### config.mk
export PLATFORM = sky130hd
export DESIGN_NAME = pc_sequencer_flat
export DESIGN_NICKNAME = d
export VERILOG_FILES = /design/src/rtl/pc_sequencer_if.sv /design/src/rtl/pc_sequencer.sv /design/src/flat_wrapper.sv
export SDC_FILE = /design/constraint.sdc
export NUM_CORES = 1
export LEC_CHECK = 0
export CORE_UTILIZATION = 45
export CTS_CLUSTER_SIZE = 10
export DETAILED_ROUTE_END_ITERATION = 12
export PLACE_DENSITY = 0.79
export SLEW_MARGIN = 0
export SYNTH_ARGS = -nofsm -noshare
export SYNTH_HDL_FRONTEND = slang
export SYNTH_SLANG_ARGS = --single-unit
### constraint.sdc
create_clock -name clk -period 3.1 [get_ports clk]
set_clock_uncertainty 0.2 [all_clocks]
set_input_delay 0.93 -clock clk [delete_from_list [all_inputs] [get_ports clk]]
set_output_delay 0.93 -clock clk [all_outputs]
set_load 0.005 [all_outputs]
### src/rtl/pc_sequencer_if.sv
// Fetch-sequencer bus: the pipeline hazard and redirect inputs, plus the fetch and decode PC outputs.
// master = sequencer side, slave = pipeline/memory side.
interface pc_sequencer_if;
   logic        stall;
   logic        jal_valid;
   logic [31:0] jal_target;
   logic        ex_redirect;
   logic [31:0] ex_target;
   logic [31:0] pc;
   logic [31:0] pc_id;
   logic        id_valid;
   logic        flush_id;
   logic        misalign;

   modport master (
      input  stall, jal_valid, jal_target, ex_redirect, ex_target,
      output pc, pc_id, id_valid, flush_id, misalign
   );

   modport slave (
      output stall, jal_valid, jal_target, ex_redirect, ex_target,
      input  pc, pc_id, id_valid, flush_id, misalign
   );
endinterface

### src/rtl/pc_sequencer.sv
// Fetch PC register, next-PC selection and decode-slot valid/kill control for a 3-stage pipeline.
// Optional macro MISALIGN_TRAP_EN: misaligned redirect/JAL targets go to TRAP_PC and pulse misalign.
module pc_sequencer #(
   parameter logic [31:0] RESET_PC = 32'h0000_2000,
   parameter logic [31:0] TRAP_PC  = 32'h0000_1000
) (
   input logic            clk,
   input logic            rst,
   pc_sequencer_if.master bus
);
   typedef enum logic [1:0] {BOOT, RUN, BUBBLE} state_e;

   state_e      state_q, state_d;
   logic [31:0] pc_q, pc_d;
   logic [31:0] pc_id_q, pc_id_d;
   logic        misalign_q, misalign_d;

   logic        id_valid;
   logic        jal_accept;
   logic [31:0] target;
   logic        target_misaligned;

   // Decode holds a real instruction only in RUN; BOOT and BUBBLE are both empty slots.
   assign id_valid   = (state_q == RUN);
   assign jal_accept = bus.jal_valid & id_valid & ~bus.stall;
   assign target     = bus.ex_redirect ? bus.ex_target : bus.jal_target;

`ifdef MISALIGN_TRAP_EN
   assign target_misaligned = |target[1:0];
`else
   assign target_misaligned = 1'b0;
`endif

   always_comb begin
      state_d    = state_q;
      pc_d       = pc_q;
      pc_id_d    = pc_id_q;
      misalign_d = 1'b0;
      case (state_q)
         BOOT, RUN, BUBBLE: begin
            // Execute redirect outranks stall and a same-cycle JAL.
            if (bus.ex_redirect || jal_accept) begin
               pc_d       = target_misaligned ? TRAP_PC : target;
               pc_id_d    = pc_q;
               misalign_d = target_misaligned;
               state_d    = BUBBLE;
            end else if (!bus.stall) begin
               pc_d    = pc_q + 32'd4;
               pc_id_d = pc_q;
               state_d = RUN;
            end
         end
         default: state_d = BOOT;
      endcase
   end

   always_ff @(posedge clk) begin
      if (rst) begin
         state_q    <= BOOT;
         pc_q       <= RESET_PC;
         pc_id_q    <= 32'd0;
         misalign_q <= 1'b0;
      end else begin
         state_q    <= state_d;
         pc_q       <= pc_d;
         pc_id_q    <= pc_id_d;
         misalign_q <= misalign_d;
      end
   end

   assign bus.pc       = pc_q;
   assign bus.pc_id    = pc_id_q;
   assign bus.id_valid = id_valid;
   assign bus.flush_id = bus.ex_redirect & ~rst;
   assign bus.misalign = misalign_q;
endmodule

### src/flat_wrapper.sv
// flat-port wrapper written by rule: the top's interface ports become plain ports
module pc_sequencer_flat 
#(
   parameter logic [31:0] RESET_PC = 32'h0000_2000,
   parameter logic [31:0] TRAP_PC  = 32'h0000_1000
)
  (clk, rst, bus_stall, bus_jal_valid, bus_jal_target, bus_ex_redirect, bus_ex_target, bus_pc, bus_pc_id, bus_id_valid, bus_flush_id, bus_misalign);
  pc_sequencer_if bus_i ();
  input logic clk;
  input logic rst;
  input wire logic [$bits(bus_i.stall)-1:0] bus_stall;
  input wire logic [$bits(bus_i.jal_valid)-1:0] bus_jal_valid;
  input wire logic [$bits(bus_i.jal_target)-1:0] bus_jal_target;
  input wire logic [$bits(bus_i.ex_redirect)-1:0] bus_ex_redirect;
  input wire logic [$bits(bus_i.ex_target)-1:0] bus_ex_target;
  output wire logic [$bits(bus_i.pc)-1:0] bus_pc;
  output wire logic [$bits(bus_i.pc_id)-1:0] bus_pc_id;
  output wire logic [$bits(bus_i.id_valid)-1:0] bus_id_valid;
  output wire logic [$bits(bus_i.flush_id)-1:0] bus_flush_id;
  output wire logic [$bits(bus_i.misalign)-1:0] bus_misalign;
  assign bus_i.stall = bus_stall;
  assign bus_i.jal_valid = bus_jal_valid;
  assign bus_i.jal_target = bus_jal_target;
  assign bus_i.ex_redirect = bus_ex_redirect;
  assign bus_i.ex_target = bus_ex_target;
  assign bus_pc = bus_i.pc;
  assign bus_pc_id = bus_i.pc_id;
  assign bus_id_valid = bus_i.id_valid;
  assign bus_flush_id = bus_i.flush_id;
  assign bus_misalign = bus_i.misalign;
  pc_sequencer #(.RESET_PC(RESET_PC), .TRAP_PC(TRAP_PC)) u_core (.clk(clk), .rst(rst), .bus(bus_i));
endmodule
# After elaboration in Yosys (flattened, before gate mapping)
# Cells that the tools add are included.
# Widths: inputs -> output; s select.
# op_classes
n_reduce_logical	6
n_eq_ne	3
addsub	1
order_cmp	0
div	0
n_mul	0
n_bitwise	6
shift	0
mux	7
# ops
operator	n
$mux 32	5
$add 32x3->32 const B	1
$reduce_or 3->1	2
$mux 2	2
$and 1x1->1	3
$not 1->1	3
$eq 2x1->1 const B	1
$eq 2x2->1 const B	1
$logic_not 2->1	1
$ne 2x1->1 const B	1
$reduce_and 2->1	1
$reduce_or 2->1	1
$logic_or 1x1->1	1
# word_totals
latch_bits	0
ramBits	0
mem_bits_ro	0
memories	0
input_bits	69
out_inout_bits	67
reg_bits	66
word_cells	27

# Logic depth before layout (Yosys ltp)
# Gate-level depths: netlist of the first run.
# depth
word_depth	6
ltp_mapped	8
ltp_nobuf	6

# Least setup slack after synthesis of the first run
# Ideal clock, no wire load.
# synth_path
path_type	input to output
start	in bus_ex_redirect
end	out bus_flush_id
required_time_ns	1.970
cell_stages	4
slack_ns	0.207
arrival_time_ns	1.763
n_path_buf	3
path_cell_list	buf_2 buf_2 buf_1 nor2b_1
# synth_between
elab_chain_cells	1
# synth_lines
element	line	rtl
start: declaration	flat_wrapper.sv:14	input wire logic [$bits(bus_i.ex_redirect)-1:0] bus_ex_redirect;
$and 1x1->1	pc_sequencer.sv:74	assign bus.flush_id = bus.ex_redirect & ~rst;
end: declaration	flat_wrapper.sv:19	output wire logic [$bits(bus_i.flush_id)-1:0] bus_flush_id;
# No other way between the ends.

# Final worst setup path of the first run
# Ends and elaborated chain as after synthesis.

==> results of run 1 <==
[worst paths after layout]
path	slack, ns	startpoint	end
max	0.23	bus_ex_redirect	bus_flush_id
min reg2reg	0.25	u_core.bus.pc_id[1]	u_core.bus.pc_id[1]
max reg2reg	0.76	u_core.bus.pc[10]	u_core.bus.pc[25]
min	0.25	u_core.bus.pc_id[1]	u_core.bus.pc_id[1]
[critical path, stage by stage]
cell	delay, ns
buf_2	0.17
nor2b_1	0.14
clkdlybuf4s50_1	0.50
[power breakdown]
part           switching, mW  internal (mW)
Clock                  0.341          0.308
Sequential            0.0782          0.905
Combinational          0.189          0.260
Total                  0.608           1.47
[placed cells by master, fill, tap and decap left out, types with 12 or more instances in the layout]
cell type and instances:
a21oi_1 55, buf_4 17, clkdlybuf4s50_1 132, dfxtp_1 66
mux2i_1 22, nand2_1 84, nand3_1 24, nand4_1 14
nor2_1 31, nor3_1 16, o21ai_0 12
[routing by layer]
layer / part of all wire / vias to the layer above / global-route usage
li1: - / 1942 / -
met1: 0.42 / 1894 / 0.336
met2: 0.49 / 163 / 0.467
met3: 0.066 / 29 / 0.0477
met4: 0.030 / 0 / 0.147
met5: 0 / - / 0
[layout make-up]
| cell class | instances | share of cell area |
|---|---|---|
| Multi-Input combinational cell | 357 | 0.400 |
| Timing Repair Buffer | 152 | 0.284 |
| Sequential cell | 66 | 0.254 |
| Inverter | 6 | 0.00433 |
| Tap cell | 102 | 0.0245 |
| Clock inverter | 5 | 0.00578 |
| Clock buffer | 11 | 0.0272 |
[kinds of logic after synthesis]
logic type,count (synthesis)
flops,66
buf+inv,44
mux,25
simple gates,216
fa+ha+maj,1
compound gates,114
other cells,1
[sequential cells by signal, indices dropped and copies added, names as in the netlist]
name,count
u_core.bus.pc_id,32
u_core.state_q,2
u_core.bus.pc,32
[timing repair]
item                       CTS  global route
gates resized for setup      0             1
hold endpoints to repair     0             0
setup endpoints to repair    0             2
==> metrics, run 1 <==
status finished clean; Cell Pwr Density between 400 and 500 mW/mm²; Final Cycle Share 0.926; drt pass-1 iters 5; grt ovf 0; # Post-CTS Setup Buffers 0; Peak VDD IR between 0.0002 and 0.0003 V; hold bufs inserted after CTS 0; Num CTS Buffers 9; setup_tns 0 ns; syn nets roughly 540; ys async rst share 0; Final Hold Fails 0; Core Area a little under 0.008 mm²; vias in the first global route between 3,000 and 4,000; multi-input logic area approximately 0.0021 mm²; number of flops mapped to enable cells by yosys 0; clock sink count 66; Util after Layout 0.673; crit path launch type primary input; antenna violations before repair 0; Cells after Synth between 400 and 500; Area growth syn-to-layout 44.2%; Post-Layout Cell Count approximately 700; Post-Synth XOR/XNOR Area 0; drt wl/cell 16.2 µm; # fillers approximately 650; clock transition at the registers of the reported paths about 0.070 ns; Die Footprint approximately 0.0084 mm²; RSZ-0062 raised after global routing no; register area between 0.001 and 0.0015 mm²; Synth top area share 0.366; die height ~92 µm; simple-gate share of the synthesized area 0.303; vias per cell 5.76; mapped cell area between 0.003 and 0.004 mm²; placed instance area about 0.0050 mm²; Compound-Gate Fraction of Synth Area 0.195; final instance area between 0.005 and 0.006 mm²; Total Power 2.08 mW; yosys warns 0; max-cap violation count 0; Worst slew margin 0.538; Port Buffer Count around 130; maximum clock frequency roughly 350 MHz; R2R depth 5; Adder-Cell Fraction of Synth Area 0.00347; main combinational cell family by area after synthesis simple AND/OR/NAND/NOR gates; Root Buffer clkbuf_8; clk buf depth 2; vias after detailed routing 4,028; pre-CTS setup slack -0.333 ns; H-tree depth 3; Synth Register Bits 66; sequential area share after synthesis 0.366; Worst Tran Pin Value 0.693 ns; Hold Path Stages 2; top_reg_cell synth dfxtp_1; Detailed Route Iter0 Violations around 220; FP Rows 32; syn avg cell area ~7.7 µm²; Final Max Slew Viols 0; share of cells above drive strength 1 0.0838; final setup violation count 0; Hold Slack 0.255 ns; Setup CP Type primary input to output pin; initial core utilization 0.467; most numerous cell in the Yosys netlist nand2_1; antenna viol nets, final 0; clk_lat worst skew between 0.3 and 0.4 ns; GP Congestion approximately 0.86; total detailed-routing wirelength approximately 11,000 µm; # placed instances 683; crit path time final ~2.9 ns; most frequent cells after synthesis 85 x nand2_1, 66 x dfxtp_1, 55 x a21oi_1; Ports ~140; antenna diode instance count 0; Post-DP HPWL between 8000 and 9000 µm; mux share of post-synthesis cell area 0.0704; DRC Markers 0; first-pass GRT wire length 18,400 µm; CTS tree built; GR Util All Layers 0.278; CP max FO 6; synth top area cells dfxtp_1 37%, nand2_1 8.8%, a21oi_1 7.6%, mux2i_1 6.1%, nand3_1 3.3%; largest net degree at the start of global routing 63; Crit path arrival time around 1.7 ns; CP endpoint kind output pin; LEAKAGE between 1.5 and 2 nW; Final Worst Setup Slack 0.228 ns; Synth area leader dfxtp_1; Yosys cell types 57; nets@finish between 600 and 700; Die X-Extent about 92 µm; WP data required slightly below 2 ns; Worst Hold Class flop to flop
Power figures use the tool's default switching activity.
==> run 2, diff against run 1 <==
==> constraint.sdc (replaced) <==
create_clock -name clk -period 3 [get_ports clk]
set_clock_uncertainty 0.2 [all_clocks]
set_input_delay 0.9 -clock clk [delete_from_list [all_inputs] [get_ports clk]]
set_output_delay 0.9 -clock clk [all_outputs]
set_load 0.005 [all_outputs]
==> run 2 against run 1 <==
  * Largest cell class unchanged
  * First-iteration DRC count fell by 2.3%
  * Via count up 0.79%
  * Critical endpoint is now u_core.bus.pc[9]
  * Utilization rose by 0.18 points
  * Setup slack worse by 0.088 ns
  * Worst hold slack better by 0.0012 ns
  * Critical path depth is 4 higher
==> metrics, run 2 (synthesized netlist as in run 1, its figures left out) <==
antenna diode instance count 0 (unchanged); H-tree depth 3 (unchanged); Worst Tran Pin Value 0.752 ns (+0.0593 ns); crit path cell chain clkdlybuf4s50_1 > nor4bb_1 > buf_4 > nor2_2 > nor2_1 > buf_4 > a2111oi_0; Root Buffer clkbuf_8; CP most frequent cell buf_4; Post-DP HPWL 7970 µm (-1.6%); total detailed-routing wirelength 11,500 µm (+1.4%); CTS tree built; die height 91.5 µm (unchanged); hold bufs inserted after CTS 0 (unchanged); CP max FO 18 (+12); WP data required 3.01 ns (+1.04 ns); maximum clock frequency approximately 350 MHz; clk_lat worst skew 0.34 ns (about the same); Worst slew margin 0.498 (-0.0401); DRC Markers 0 (unchanged); final setup violation count 0 (unchanged); final instance area 0.00521 mm² (+0.26%); commonest non-fill, non-tap cell in the layout clkdlybuf4s50_1; first-pass GRT wire length 18,700 µm (+1.4%); drt pass-1 iters 5 (unchanged); commonest non-fill, non-tap cells in the layout 132 x clkdlybuf4s50_1, 84 x nand2_1, 66 x dfxtp_1; grt ovf 0 (unchanged); CP endpoint kind flop; Ports 136 (unchanged); Core Area 0.00773 mm² (unchanged); Setup CP Type primary input to flop; Cell Pwr Density 413 mW/mm² (+3.3%); multi-input logic area 0.00207 mm² (-0.24%); clock sink count 66 (unchanged); antenna viol nets, final 0 (unchanged); clk buf depth 2 (unchanged); antenna violations before repair 0 (unchanged); register area 0.00132 mm² (unchanged); LEAKAGE 1.91 nW (+0.78%); initial core utilization 0.467 (unchanged); Crit path arrival time 2.87 ns (+1.13 ns); crit path launch type primary input; vias per cell 5.81 (+0.79%); clock transition at the registers of the reported paths 0.07 ns (about the same); placed instance area 0.00504 mm² (+0.40%); FP Rows 32 (unchanged); Port Buffer Count 134 (unchanged); Area growth syn-to-layout 44.6%; max-cap violation count 0 (unchanged); drt wl/cell 16.4 µm (+1.4%); nets@finish 663 (+0.15%); # fillers 669 (+2.3%); status finished clean; # Post-CTS Setup Buffers 0 (unchanged); post_cts resized 0 (unchanged); RSZ-0062 raised after global routing no; Detailed Route Iter0 Violations 216 (-2.3%); crit-path leading delay family simple AND/OR/NAND/NOR gates; crit path time final about 2.9 ns; Final Cycle Share 0.953; WP buf/inv 3 (+1); CP max stage cell nor2_2; Num CTS Buffers 9 (unchanged); Die Footprint 0.00838 mm² (unchanged); share of cells above drive strength 1 0.0838 (unchanged); GP Congestion 0.855 (-0.77%); vias after detailed routing 4,060 (+0.79%); Peak VDD IR 0.000243 V (-5.2%); largest net degree at the start of global routing 63 (unchanged); Final Hold Fails 0 (unchanged); Final Max Slew Viols 0 (unchanged); vias in the first global route 3,797 (+0.29%); Die X-Extent 91.5 µm (unchanged); Worst Hold Class flop to flop; Total Power 2.16 mW (+3.6%); Max stage delay on crit path 0.57 ns (+0.07 ns); GR Util All Layers 0.279 (+0.00129)
## run 2: cell types whose count changed in the layout (fill, tap and decap cells not counted), sizes merged
cell / change
buf: +1
clkbuf: +1
clkinvlp: -2
## run 2: worst paths after layout
check	startpoint	to	slack, ns	cells past startpoint
setup / recovery	bus_jal_valid	u_core.bus.pc[9]	0.14	7
hold / removal	u_core.bus.pc_id[14]	u_core.bus.pc_id[14]	0.26	2
setup reg to reg	u_core.bus.pc[2]	u_core.bus.pc[30]	0.63	6
hold reg to reg	u_core.bus.pc_id[14]	u_core.bus.pc_id[14]	0.26	2
## run 2: area by class of cell
| type | count | area share |
|---|---|---|
| clock buffer | 12 | 0.0298 |
| clock inverter | 3 | 0.00288 |
| inverter | 6 | 0.00432 |
| multi-input combinational | 357 | 0.398 |
| sequential | 66 | 0.253 |
| tap | 102 | 0.0245 |
| timing repair buffer | 153 | 0.288 |
## run 2: metrics by stage
step,hold slack [ns],std cells,setup WS [ns],setup TNS (ns),util
2_1_floorplan,0.253,467,0.167,0,-
3_3_place_gp,0.241,684,-0.0701,-0.291,0.653
3_5_place_dp,0.248,684,-0.173,-0.747,0.653
4_1_cts,0.258,699,0.174,0,0.675
5_1_grt,0.272,699,0.0300,0,0.675
6_report,0.256,699,0.140,0,0.675
## run 2: worst reg2reg max path, stage by stage (launching register included)
cell      delay, ns
dfxtp_1        0.46
ha_1           0.25
and4_1         0.39
and2_1         0.36
nand4_1        0.15
or3_1          0.40
o211ai_2       0.07
## run 2: routing by layer
metal,vias up,share of wire,GRT usage
li1,1947,-,-
met2,188,0.49,0.466
met5,-,0,0
met1,1904,0.41,0.349
met3,21,0.078,0.0536
met4,0,0.021,0.116
## run 2: power by group
group          switching (mW)  internal [mW]
sequential             0.0802          0.935
combinational           0.196          0.271
clock                   0.336          0.337
total                   0.612           1.54
